`config.mk`:
```
export PLATFORM = sky130hd
export DESIGN_NAME = circular_fifo
export DESIGN_NICKNAME = d
export VERILOG_FILES = /design/src/rtl/circular_fifo.sv
export SDC_FILE = /design/constraint.sdc
export NUM_CORES = 1
export LEC_CHECK = 0
export ABC_AREA = 1
export BUFFER_PORTS_ARGS = -buffer_cell sky130_fd_sc_hd__clkbuf_2
export CAP_MARGIN = 10
export CORE_UTILIZATION = 45
export DETAILED_ROUTE_END_ITERATION = 10
export PLACE_DENSITY = 0.74
export SLEW_MARGIN = 20
export SYNTH_ARGS = -nofsm -noshare
export SYNTH_HDL_FRONTEND = slang
export SYNTH_SLANG_ARGS = --single-unit
```
`constraint.sdc`:
```
create_clock -name clk -period 4.1 [get_ports clk]
set_input_delay 0.205 -clock clk [delete_from_list [all_inputs] [get_ports clk]]
set_output_delay 0.205 -clock clk [all_outputs]
set_load 0.02 [all_outputs]
```
`src/rtl/circular_fifo.sv`:
```
// Circular-buffer FIFO with payload storage, asynchronous head read and a DEPTH+1-state occupancy count.
// Status flags are registered from next-count; overflow/underflow are sticky until reset.
module circular_fifo #(
  parameter int DATA_WIDTH    = 32,
  parameter int DEPTH         = 4,
  parameter int ALMOST_MARGIN = 1
) (
  input  logic                       clk,
  input  logic                       rst,
  input  logic                       push,
  input  logic [DATA_WIDTH-1:0]      data_in,
  input  logic                       pop,
  output logic [DATA_WIDTH-1:0]      data_out,
  output logic                       valid,
  output logic                       empty,
  output logic                       full,
  output logic                       almost_full,
  output logic [$clog2(DEPTH):0]     count,
  output logic                       overflow,
  output logic                       underflow
);

  localparam int AW = $clog2(DEPTH);
  localparam int CW = AW + 1;
  localparam logic [CW-1:0] DEPTH_C  = CW'(DEPTH);
  localparam logic [CW-1:0] AFULL_C  = CW'(DEPTH - ALMOST_MARGIN);

  logic [DATA_WIDTH-1:0] mem_q [DEPTH];
  logic [AW-1:0]         wr_ptr_q, wr_ptr_d;
  logic [AW-1:0]         rd_ptr_q, rd_ptr_d;
  logic [CW-1:0]         count_q, count_d;
  logic                  valid_q, full_q, afull_q, ovf_q, unf_q;
  logic                  ovf_d, unf_d;
  logic                  push_acc, pop_acc;

  // A pop on a full FIFO frees the slot the same cycle, so a simultaneous push is taken.
  assign pop_acc  = pop & valid_q;
  assign push_acc = push & (~full_q | pop_acc);

  always_comb begin
    wr_ptr_d = wr_ptr_q;
    rd_ptr_d = rd_ptr_q;
    count_d  = count_q;
    if (push_acc) wr_ptr_d = wr_ptr_q + AW'(1);
    if (pop_acc)  rd_ptr_d = rd_ptr_q + AW'(1);
    if (push_acc && !pop_acc)      count_d = count_q + CW'(1);
    else if (pop_acc && !push_acc) count_d = count_q - CW'(1);
    ovf_d = ovf_q | (push & full_q & ~pop);
    unf_d = unf_q | (pop & ~valid_q);
  end

  always_ff @(posedge clk) begin
    if (rst) begin
      wr_ptr_q <= '0;
      rd_ptr_q <= '0;
      count_q  <= '0;
      valid_q  <= 1'b0;
      full_q   <= 1'b0;
      afull_q  <= 1'b0;
      ovf_q    <= 1'b0;
      unf_q    <= 1'b0;
    end else begin
      wr_ptr_q <= wr_ptr_d;
      rd_ptr_q <= rd_ptr_d;
      count_q  <= count_d;
      valid_q  <= (count_d != '0);
      full_q   <= (count_d == DEPTH_C);
      afull_q  <= (count_d >= AFULL_C);
      ovf_q    <= ovf_d;
      unf_q    <= unf_d;
    end
  end

  // Storage is deliberately left unreset.
  always_ff @(posedge clk) begin
    if (push_acc && !rst) mem_q[wr_ptr_q] <= data_in;
  end

  always_ff @(posedge clk) begin
    if (!rst) begin
      assert (count_q == (full_q ? DEPTH_C : {1'b0, wr_ptr_q - rd_ptr_q}))
        else $error("circular_fifo: count/pointer mismatch");
    end
  end

  assign data_out    = mem_q[rd_ptr_q];
  assign valid       = valid_q;
  assign empty       = ~valid_q;
  assign full        = full_q;
  assign almost_full = afull_q;
  assign count       = count_q;
  assign overflow    = ovf_q;
  assign underflow   = unf_q;

endmodule
```
# Yosys cells after proc, flatten, opt, wreduce, memory -nomap -nowiden

Memory sizes are Yosys's and may differ from the RTL's. A register that Yosys moved wholly into a read port is not among the register bits.
Index checks and enable logic that the tools add are counted.

Output and inout bits: 41
Bits in registers: 12
Memories kept: 1
Memory bits (writable): 128

Memory list:

| memory | depth | width | read ports | clocked after memory_dff | write ports | line | source |
|---|---|---|---|---|---|---|---|
| mem_q  | 4     | 32    | 1          | 1                        | 1           | 28   | `logic [DATA_WIDTH-1:0] mem_q [DEPTH];` |

Order comparisons: 1
Add/sub/neg operators: 4
Bitwise operators: 11
Equal/unequal tests: 1
Reduce and logical (&&, ||, !) cells: 7
Mux-type cells: 6

Operators with widths:

| operator                                                          | number |
|---|---|
| 2-to-1 mux 3 bit                                                  | 2 |
| AND 1 bit                                                         | 5 |
| adder 2 x 1 -> 2 bit, second input constant                       | 2 |
| 2-to-1 mux 2 bit                                                  | 2 |
| adder 3 x 1 -> 3 bit, second input constant                       | 1 |
| equality test 3 bit, second input constant                        | 1 |
| greater-or-equal comparator 3 x 2 -> 1 bit, second input constant | 1 |
| logical AND 1 bit                                                 | 3 |
| logical NOT 1 bit                                                 | 3 |
| NOT 1 bit                                                         | 3 |
| OR 1 bit                                                          | 3 |
| nonzero test 3 bit                                                | 1 |
| subtractor 3 x 1 -> 3 bit, second input constant                  | 1 |
| 2-to-1 mux 1 bit                                                  | 2 |

# Depth between registers and ports, before layout

Gate-level depths: netlist of run 1.

Depth after elaboration: 8
Gate-level depth with buffers: 9
Gate-level depth less buffers: 9

# Worst setup path before layout of run 1

Ideal clock, no wire load.

Path kind: flip-flop to flip-flop
Start point: register valid_q, in the netlist valid
End point: memory mem_q[0][0], enable pin
Period minus slack after synthesis: 2,726 ps
Data required time: 3,679 ps
Path buffers: 0
Stages on the path, launching flop included: 5
Setup slack: 1,374 ps
Arrival: 2,305 ps
Setup time: 421 ps
Cell sequence: dfxtp_1 -> nand2_4 -> a21oi_4 -> nand2_1 -> nor2_1

Word-level cells in the longest chain between the ends: 6

Ends and longest elaborated chain:

| item                                   | line | source |
|---|---|---|
| start: declaration                     | 32   | `logic valid_q, full_q, afull_q, ovf_q, unf_q;` |
| start signal: assignment               | 66   | `valid_q <= (count_d != '0);` |
| AND 1 bit                              | 37   | `assign pop_acc = pop & valid_q;` |
| OR 1 bit                               | 38   | `assign push_acc = push & (~full_q \| pop_acc);` |
| AND 1 bit                              | 38   |  |
| logical AND 1 bit                      | 76   | `if (push_acc && !rst) mem_q[wr_ptr_q] <= data_in;` |
| 2-to-1 mux 1 bit                       | 76   |  |
| 2-to-1 mux 1 bit (not written as such) | 76   |  |
| end: declaration                       | 28   |  |

Every way passes these cells.

==> results of run 1 <==
## metrics by stage
step / utilization (%) / std cells / setup WS [ps] / instance area (um^2)
detailed placement: 51.33 / 597 / 1681 / 5911
global route: 56.51 / 631 / 1053 / 6507
floorplan: - / 395 / 1374 / 5385
global placement: 51.33 / 597 / 1802 / 5911
finish: 56.51 / 631 / 1259 / 6507
CTS: 56.51 / 631 / 1249 / 6507
## flip-flops by register name, summed over array words and instances, names as in the netlist, named ones only
name and count:
wr_ptr_q 2, valid 1, overflow 1, rd_ptr_q 2, count 3, almost_full 1
underflow 1, full 1, mem_q 128
## cell type report
cell class	count	area share (%)
tap	143	2.749
clock inverter	14	2.269
sequential	142	63.39
timing repair buffer	80	6.383
clock buffer	18	6.595
multi-input combinational	214	17.46
inverter	20	1.154
## path summary, 6_finish.rpt
check | slack [ps] | start | cells after the start | end
setup / recovery | 1260 | flip-flop | 5 | data_out[10]
hold / removal | 3 | data_in[1] | 1 | mem_q[3][1]
setup reg to reg | 1790 | valid | 4 | mem_q[3][6]
hold reg to reg | 480 | underflow | 2 | underflow
## report_power, final
group	leakage [nW]	internal [W]	switching (W)	total, W
clock	0.275	0.000858	0.000616	0.00147
combinational	0.844	0.000153	0.000365	0.000519
sequential	1.28	0.00165	0.0000285	0.00167
## kinds of logic (layout without fill, tap and decap cells)
family                     after synthesis  count (layout)  share of synthesized area [%]
AOI/OAI and AO/OA                      107             107                          10.90
and+or+nand+nor                         98              98                          7.760
xor gates and xnor gates                 3               3                         0.4880
adders and majority gates                6               6                          1.394
buffers and inverters                   39             132                          2.881
DFF                                    142             142                          76.58
## worst max-delay path, cell delays in order, from the launching register on
cell and delay [ps]:
dfxtp_2 310, buf_4 300, inv_2 820, o21ai_0 230
o22ai_1 290, clkbuf_2 230
## cell usage in the layout, fill, tap and decap left out, types with 3 or more instances in the layout
| cell | n |
|---|---|
| a21oi_1 | 6 |
| inv_6 | 6 |
| nand3_1 | 3 |
| clkbuf_2 | 76 |
| o22ai_1 | 32 |
| ha_1 | 6 |
| nor2_4 | 4 |
| inv_1 | 19 |
| edfxtp_1 | 128 |
| clkinvlp_4 | 3 |
| nand2_1 | 13 |
| dfxtp_1 | 13 |
| o21ai_0 | 66 |
| nor2_1 | 69 |
| clkbuf_16 | 17 |
| inv_8 | 3 |
## metal layers
layer	global-route usage (%)	vias up	routed length, um
met2	28.42	103	5141
met1	22.84	1590	4372
met4	8.288	0	155
li1	-	1607	-
met5	0	-	0
met3	4.573	8	643
==> reports/results.ini, run 1 <==
[outcome]
status = finished with violations
violations = design-rule violations

[cts]
tritoncts = yes
holdBufCountCts = 2
clockBufferDepth = 2
cts_buffers = 17
cts_repair_resize_count = 0
post_cts_buffers = 0
clock-sinks = 142
htree_levels = 4
root_buffer = clkbuf_16
insertion_delay_ps = 420
cts.reportedPaths.clkPinSlew_ps = 70

[floorplanning]
die_area_mm2 = 0.01241
die_w_um = 111.4
coreArea_mm2 = 0.01152
io_pins = 77
initial_utilization_pct = 46.76
die_h_um = 111.4
placementRows = 39

[critical_path]
critPathCaptureType = primary output
startpoint_type = flip-flop
required_ps = 3890
worstPathArrival_ps = 2640
crit_fanout = 65
path_class = reg -> out

[logic_synthesis]
synth_edf_count = 128
synth_flop_cell = edfxtp_1
seq_area_frac_synth_pct = 76.58
synth_area_leader_cell = edfxtp_1
syn-num-nets = 437
async_reset_ff_share_pct = 0
syn_area_per_cell_um2 = 13.63
synth_top_area_share_pct = 71.38
netlist_area_mm2 = 0.005385
synth.most_common_cell = edfxtp_1
yosys_warnings = 0
synth-seq-cells = 142
synthTopCellsByArea = edfxtp_1 71%, o21ai_0 6.1%, dfxtp_1 5.2%
synth_cells = 395
synth_common_cells = 128 x edfxtp_1, 73 x nor2_1, 66 x o21ai_0
ys_types = 25

[cells_and_area]
fin_nets = 517
multiInputGateArea_mm2 = 0.001136
antenna_cells = 0
fill_cells = 931
area_growth_pct = 20.84
drive_above_1_share_pct = 25.20
seq_area_mm2 = 0.004125

[global_routing]
overflow = 0
grt_max_degree = 66
grt_pass1_vias = 3212
antenna_found_initial = 0
grtUsageTotal_pct = 17.75
grt_pass1_wl_mm = 16.44

[drt]
ant_nets = 0
wl_per_cell_um = 16.34
vias = 3308
drt_iter0_markers = 314
vias_per_cell = 5.242
routed_wl_mm = 10.31
drc = 6
first_pass_iters = 8

[sta]
period_needed_ps = 2841
clock.fmax_mhz = 352.0
grt_setup_unrepaired = no
finClkSkew_ps = 8.787
finalSetupViolations = 0
max_slew_margin_pct = 28.69
finalSetupTns_ps = 0
period_share_pct = 69.28
tightest_slew_ps = 1067
worst_hold_slack_ps = 3.409
hold_viol_final = 0
maxSlewViolCount = 0

[worst_hold_path]
min_path_type = in -> reg

[place]
place.gp.congestion = 0.8174
dp_hpwl_mm = 5.898
io_buffers = 76

[power]
p_leak_nw = 2.396
peakVddDrop_v = 0.0003597
power.total_w = 0.003667
p_per_area_mw_per_mm2 = 563.6

[flow_run]
max_cap_viol_count = 0

(Power assumes the default switching activity.)
==> inputs of run 2 (changes only) <==
PLACE_DENSITY = 0.77   (was 0.74)
clock period = 2.29 ns   (was 4.1 ns; I/O delays follow)
==> run 2 against run 1 <==
  * The run still ends with design-rule violations left
  * Die area unchanged
  * Sequential share of layout area shrank 4.6 points
  * Non-clock buffer count up 40
  * Via count rose by 7.7%
  * Global-route usage is 2.0 points higher
  * Count of clock-buffer cells in the layout stayed put
==> reports/results.ini, run 2 (synthesis results as in run 1) <==
[critical_path]
worstReg2RegEnd = mem_q[3][19]
reg2reg_from = valid
path_class = reg -> out
critical_path_buf_inv_count = 2
crit_fanout = 36
critPathSlowestCell = dfxtp_4
crit_end = data_out[13]
cp.depth = 4
reg2reg_depth = 5
startpoint_type = flip-flop
slowest_delay_ps = 540
reg2reg_slack_ps = 370
critPathCaptureType = primary output
cp_cell_sequence = buf_6 > o21ai_0 > o22ai_1 > clkbuf_2
worstPathArrival_ps = 1960
required_ps = 2180
critical_path.top_delay_family = flip-flops

[floorplanning]
io_pins = 77
die_area_mm2 = 0.01241
die_w_um = 111.4
coreArea_mm2 = 0.01152
placementRows = 39
initial_utilization_pct = 46.76
die_h_um = 111.4

[cells_and_area]
area_growth_pct = 30.44
largest_register_ffs = 128
top_register = mem_q
antenna_cells = 0
fin_nets = 557
final_cell_mix = 128 x edfxtp_1, 76 x clkbuf_2, 69 x nor2_1, 66 x o21ai_0, 33 x dlygate4sd3_1
drive_above_1_share_pct = 25.00
final_common_cell = edfxtp_1

[drt]
wl_per_cell_um = 17.16
routed_wl_mm = 11.52
vias_per_cell = 5.311
drt_iter0_markers = 360
ant_nets = 0
vias = 3564
first_pass_iters = 7
drc = 12

[outcome]
status = finished with violations
violations = design-rule violations

[sta]
maxSlewViolCount = 0
setup_slack_ps = 215.9
period_needed_ps = 2074
period_share_pct = 90.57
clock.fmax_mhz = 482.1
grt_setup_unrepaired = no
finClkSkew_ps = 12.26
tightest_slew_ps = 412.3
finalSetupViolations = 0
max_slew_margin_pct = 72.48
worst_hold_slack_ps = 27.21
hold_viol_final = 0

[cts]
root_buffer = clkbuf_16
clockBufferDepth = 2
htree_levels = 4
post_cts_buffers = 0
insertion_delay_ps = 420
tritoncts = yes
clock-sinks = 142
cts_buffers = 17
cts.reportedPaths.clkPinSlew_ps = 60

[power]
p_leak_nw = 2.632
p_per_area_mw_per_mm2 = 1010
peakVddDrop_v = 0.0005724

[global_routing]
antenna_found_initial = 0
grt_pass1_wl_mm = 18.46
grt_max_degree = 53
grtUsageTotal_pct = 19.74
grt_pass1_vias = 3661
overflow = 0

[place]
io_buffers = 76
place.gp.congestion = 0.7711
dp_hpwl_mm = 6.938
dp_slack_ps = 387.8

[worst_hold_path]
min_path_type = in -> reg

[flow_run]
max_cap_viol_count = 0

[run 2: cell types whose count changed in the layout (fill, tap and decap cells not counted), sizes merged]
cell         delta
bufinv          +5
dlygate4sd3    +31
clkinv          +4
inv             -8
clkinvlp        -1
buf             +9
[run 2: power breakdown]
| part | total [W] | internal, W | switching [W] |
|---|---|---|---|
| clock network | 0.00307 | 0.00204 | 0.00103 |
| logic | 0.000995 | 0.000333 | 0.000662 |
| registers | 0.00303 | 0.00295 | 0.0000781 |
[run 2: metrics by stage]
stage                     instances  util, %  instance area, um^2  setup TNS (ps)  power [W]
after global routing            671    61.00                 7024               0   0.007358
final                           671    61.00                 7024               0   0.007093
after global placement          606    52.24                 6016               0   0.003988
after floorplan                 395        -                 5385          -55800   0.003659
after detailed placement        606    52.24                 6016               0   0.004022
after CTS                       671    60.94                 7018               0   0.007130
[run 2: cell type report]
class	count	area [um^2]
well taps	143	178.9
fillers	837	4492
clock buffers	18	429.2
clock inverters	14	240.2
flip-flops and latches	142	4128
repair buffers	120	834.6
inverters	20	77.57
multi-input cells	214	1136
[run 2: worst min path at each step]
| stage | start | cells past startpoint | to |
|---|---|---|---|
| 6_report | push | 3 | overflow |
| 5_1_grt | push | 3 | overflow |
| 4_1_cts | push | 3 | overflow |
| 3_5_place_dp | data_in[11] | 1 | mem_q[1][11] |
| 3_3_place_gp | data_in[12] | 1 | mem_q[1][12] |
| 2_1_floorplan | rst | 1 | count[1] |
[run 2: worst register-to-register path: stages (launching register included)]
cell,delay [ps]
dfxtp_1,460
nand2_4,120
a21oi_4,200
nand2_1,260
nor2_4,320
buf_4,260
[run 2: metal layers]
| metal | share of wire [%] | vias to the layer above | GRT usage (%) |
|---|---|---|---|
| met1 | 42 | 1751 | 24.36 |
| met3 | 5.3 | 16 | 5.389 |
| met5 | 0 | - | 0 |
| li1 | - | 1691 | - |
| met4 | 1.7 | 0 | 7.838 |
| met2 | 51 | 106 | 33.17 |
[run 2: what timing repair did]
item | in CTS | in global routing
hold endpoints to repair | 133 | 0
gates resized for setup | 1 | 3
setup endpoints to repair | 2 | 1
hold buffers | 33 | 0
==> inputs of run 3 (changes only) <==
ABC_AREA = not set   (was 1)
==> run 3 against run 2 <==
  * The run now ends clean
  * Worst setup slack improved by 130 ps
  * Clock skew shrank 4.9 ps
  * Combinational power shrank 12%
  * Via count is 26% lower
  * Wire length is 20% lower
  * Total power down 3.5%
  * Sequential power about the same
  * Design area is 2.3% lower
  * Critical path type unchanged
  * Largest power group is now registers
==> reports/results.ini, run 3 <==
[outcome]
status = finished clean

[logic_synthesis]
synth_edf_count = 128
synth_cells = 237
syn_area_per_cell_um2 = 22.16
yosys_warnings = 0
async_reset_ff_share_pct = 0
seq_area_frac_synth_pct = 78.53
synthTopCellsByArea = edfxtp_1 73%, mux4_2 14%, dfxtp_1 5.3%
synth-seq-cells = 142
synth_top_area_share_pct = 73.20
syn-num-nets = 279
synth_common_cells = 128 x edfxtp_1, 32 x mux4_2, 14 x dfxtp_1
netlist_area_mm2 = 0.005251
ys_types = 25
synth_flop_cell = edfxtp_1
synth_area_leader_cell = edfxtp_1
synth.most_common_cell = edfxtp_1

[cells_and_area]
area_growth_pct = 30.71
multiInputGateArea_mm2 = 0.001062
fill_cells = 846
final_common_cell = edfxtp_1
fin_nets = 410
seq_area_mm2 = 0.004126
antenna_cells = 0
final_cells = 523
largest_register_ffs = 128
drive_above_1_share_pct = 41.84
final_cell_mix = 128 x edfxtp_1, 76 x clkbuf_2, 32 x mux4_2, 32 x dlygate4sd3_1, 17 x clkbuf_16
top_register = mem_q

[drt]
drt_iter0_markers = 130
routed_wl_mm = 9.197
drc = 0
ant_nets = 0
vias_per_cell = 5.067
first_pass_iters = 4
vias = 2650
wl_per_cell_um = 17.59

[critical_path]
required_ps = 2180
startpoint_type = flip-flop
crit_fanout = 19
path_class = reg -> out
critPathCaptureType = primary output
worstPathArrival_ps = 1830

[sta]
hold_viol_final = 0
finalSetupTns_ps = 0
clock.fmax_mhz = 513.6
period_needed_ps = 1947
finalSetupViolations = 0
grt_setup_unrepaired = no
tightest_slew_ps = 442.2
period_share_pct = 85.02
max_slew_margin_pct = 70.52
worst_hold_slack_ps = 34.93
finClkSkew_ps = 7.344
maxSlewViolCount = 0

[global_routing]
grt_max_degree = 20
grt_use_met3_pct = 4.938
antenna_found_initial = 0
grt_use_met2_pct = 27.37
grt_pass1_vias = 2771
grt_pass1_wl_mm = 14.55
overflow = 0
grtUsageTotal_pct = 17.12
grt_util_met1_pct = 22.20
top_usage_layer = met2

[power]
p_per_area_mw_per_mm2 = 996.9
p_leak_nw = 2.459
peakVddDrop_v = 0.0005531

[cts]
clock-sinks = 142
tritoncts = yes
cts_buffers = 17
clockBufferDepth = 2
cts.reportedPaths.clkPinSlew_ps = 60
root_buffer = clkbuf_16
htree_levels = 4
insertion_delay_ps = 400

[floorplanning]
die_h_um = 110.0
placementRows = 39
die_area_mm2 = 0.01211
die_w_um = 110.0
coreArea_mm2 = 0.01142
initial_utilization_pct = 45.99
io_pins = 77

[place]
dp_hpwl_mm = 5.917
io_buffers = 76
dp_cells = 460
place.gp.congestion = 0.7177

[worst_hold_path]
min_path_type = in -> reg

[flow_run]
max_cap_viol_count = 0

## run 3: layer usage
layer	routed length, um	share of wire [%]
met5	0	0
met4	119	1.3
met3	383	4.2
met2	4663	51
met1	4031	44
## run 3: final cells by class
type	count	area share, %
multi-input combinational	80	15.48
timing repair buffer	121	11.99
tap	143	2.607
inverter	6	0.3281
clock inverter	12	3.172
sequential	142	60.12
clock buffer	19	6.307
## run 3: what timing repair did
action                                 CTS  global route
setup buffers                            0             0
resized for setup                        0             0
endpoints found under the hold margin  128             0
hold buffers                            32             0
## run 3: kinds of logic (layout without fill, tap and decap cells)
family	after synthesis	after routing	synth area share, %
AOI/OAI and AO/OA	8	8	0.8579
muxes	35	35	14.30
DFF	142	142	78.53
and+or+nand+nor	26	26	2.573
xor gates and xnor gates	5	5	0.9771
adders and majority gates	6	6	1.430
buffers and inverters	15	158	1.334
## run 3: through the flow
stage	worst slack, ps	instance area, um^2	total power [W]	utilization, %
2_1_floorplan	107.9	5251	0.003617	-
3_3_place_gp	484.3	5893	0.003885	51.61
3_5_place_dp	431.0	5893	0.003902	51.61
4_1_cts	292.2	6864	0.006905	60.11
5_1_grt	235.1	6864	0.007097	60.11
6_report	343.0	6864	0.006843	60.11
## run 3: final timing paths
check | slack (ps) | depth (start not counted) | start | end
setup / recovery | 340 | 3 | flip-flop | data_out[15]
hold / removal | 30 | 3 | pop | underflow
setup reg to reg | 440 | 6 | valid | mem_q[0][10]
hold reg to reg | 470 | 2 | underflow | underflow
## run 3: report_power, final
part	internal, W	switching (W)	total, W
clock	0.00203	0.000935	0.00296
combinational	0.000392	0.000489	0.000880
sequential	0.00295	0.0000525	0.00300
total	0.00537	0.00148	0.00684
## run 3: worst max-delay path, stage by stage, from the launching register on
cell	delay, ps
dfxtp_2	330
buf_4	340
mux4_2	580
clkbuf_2	180
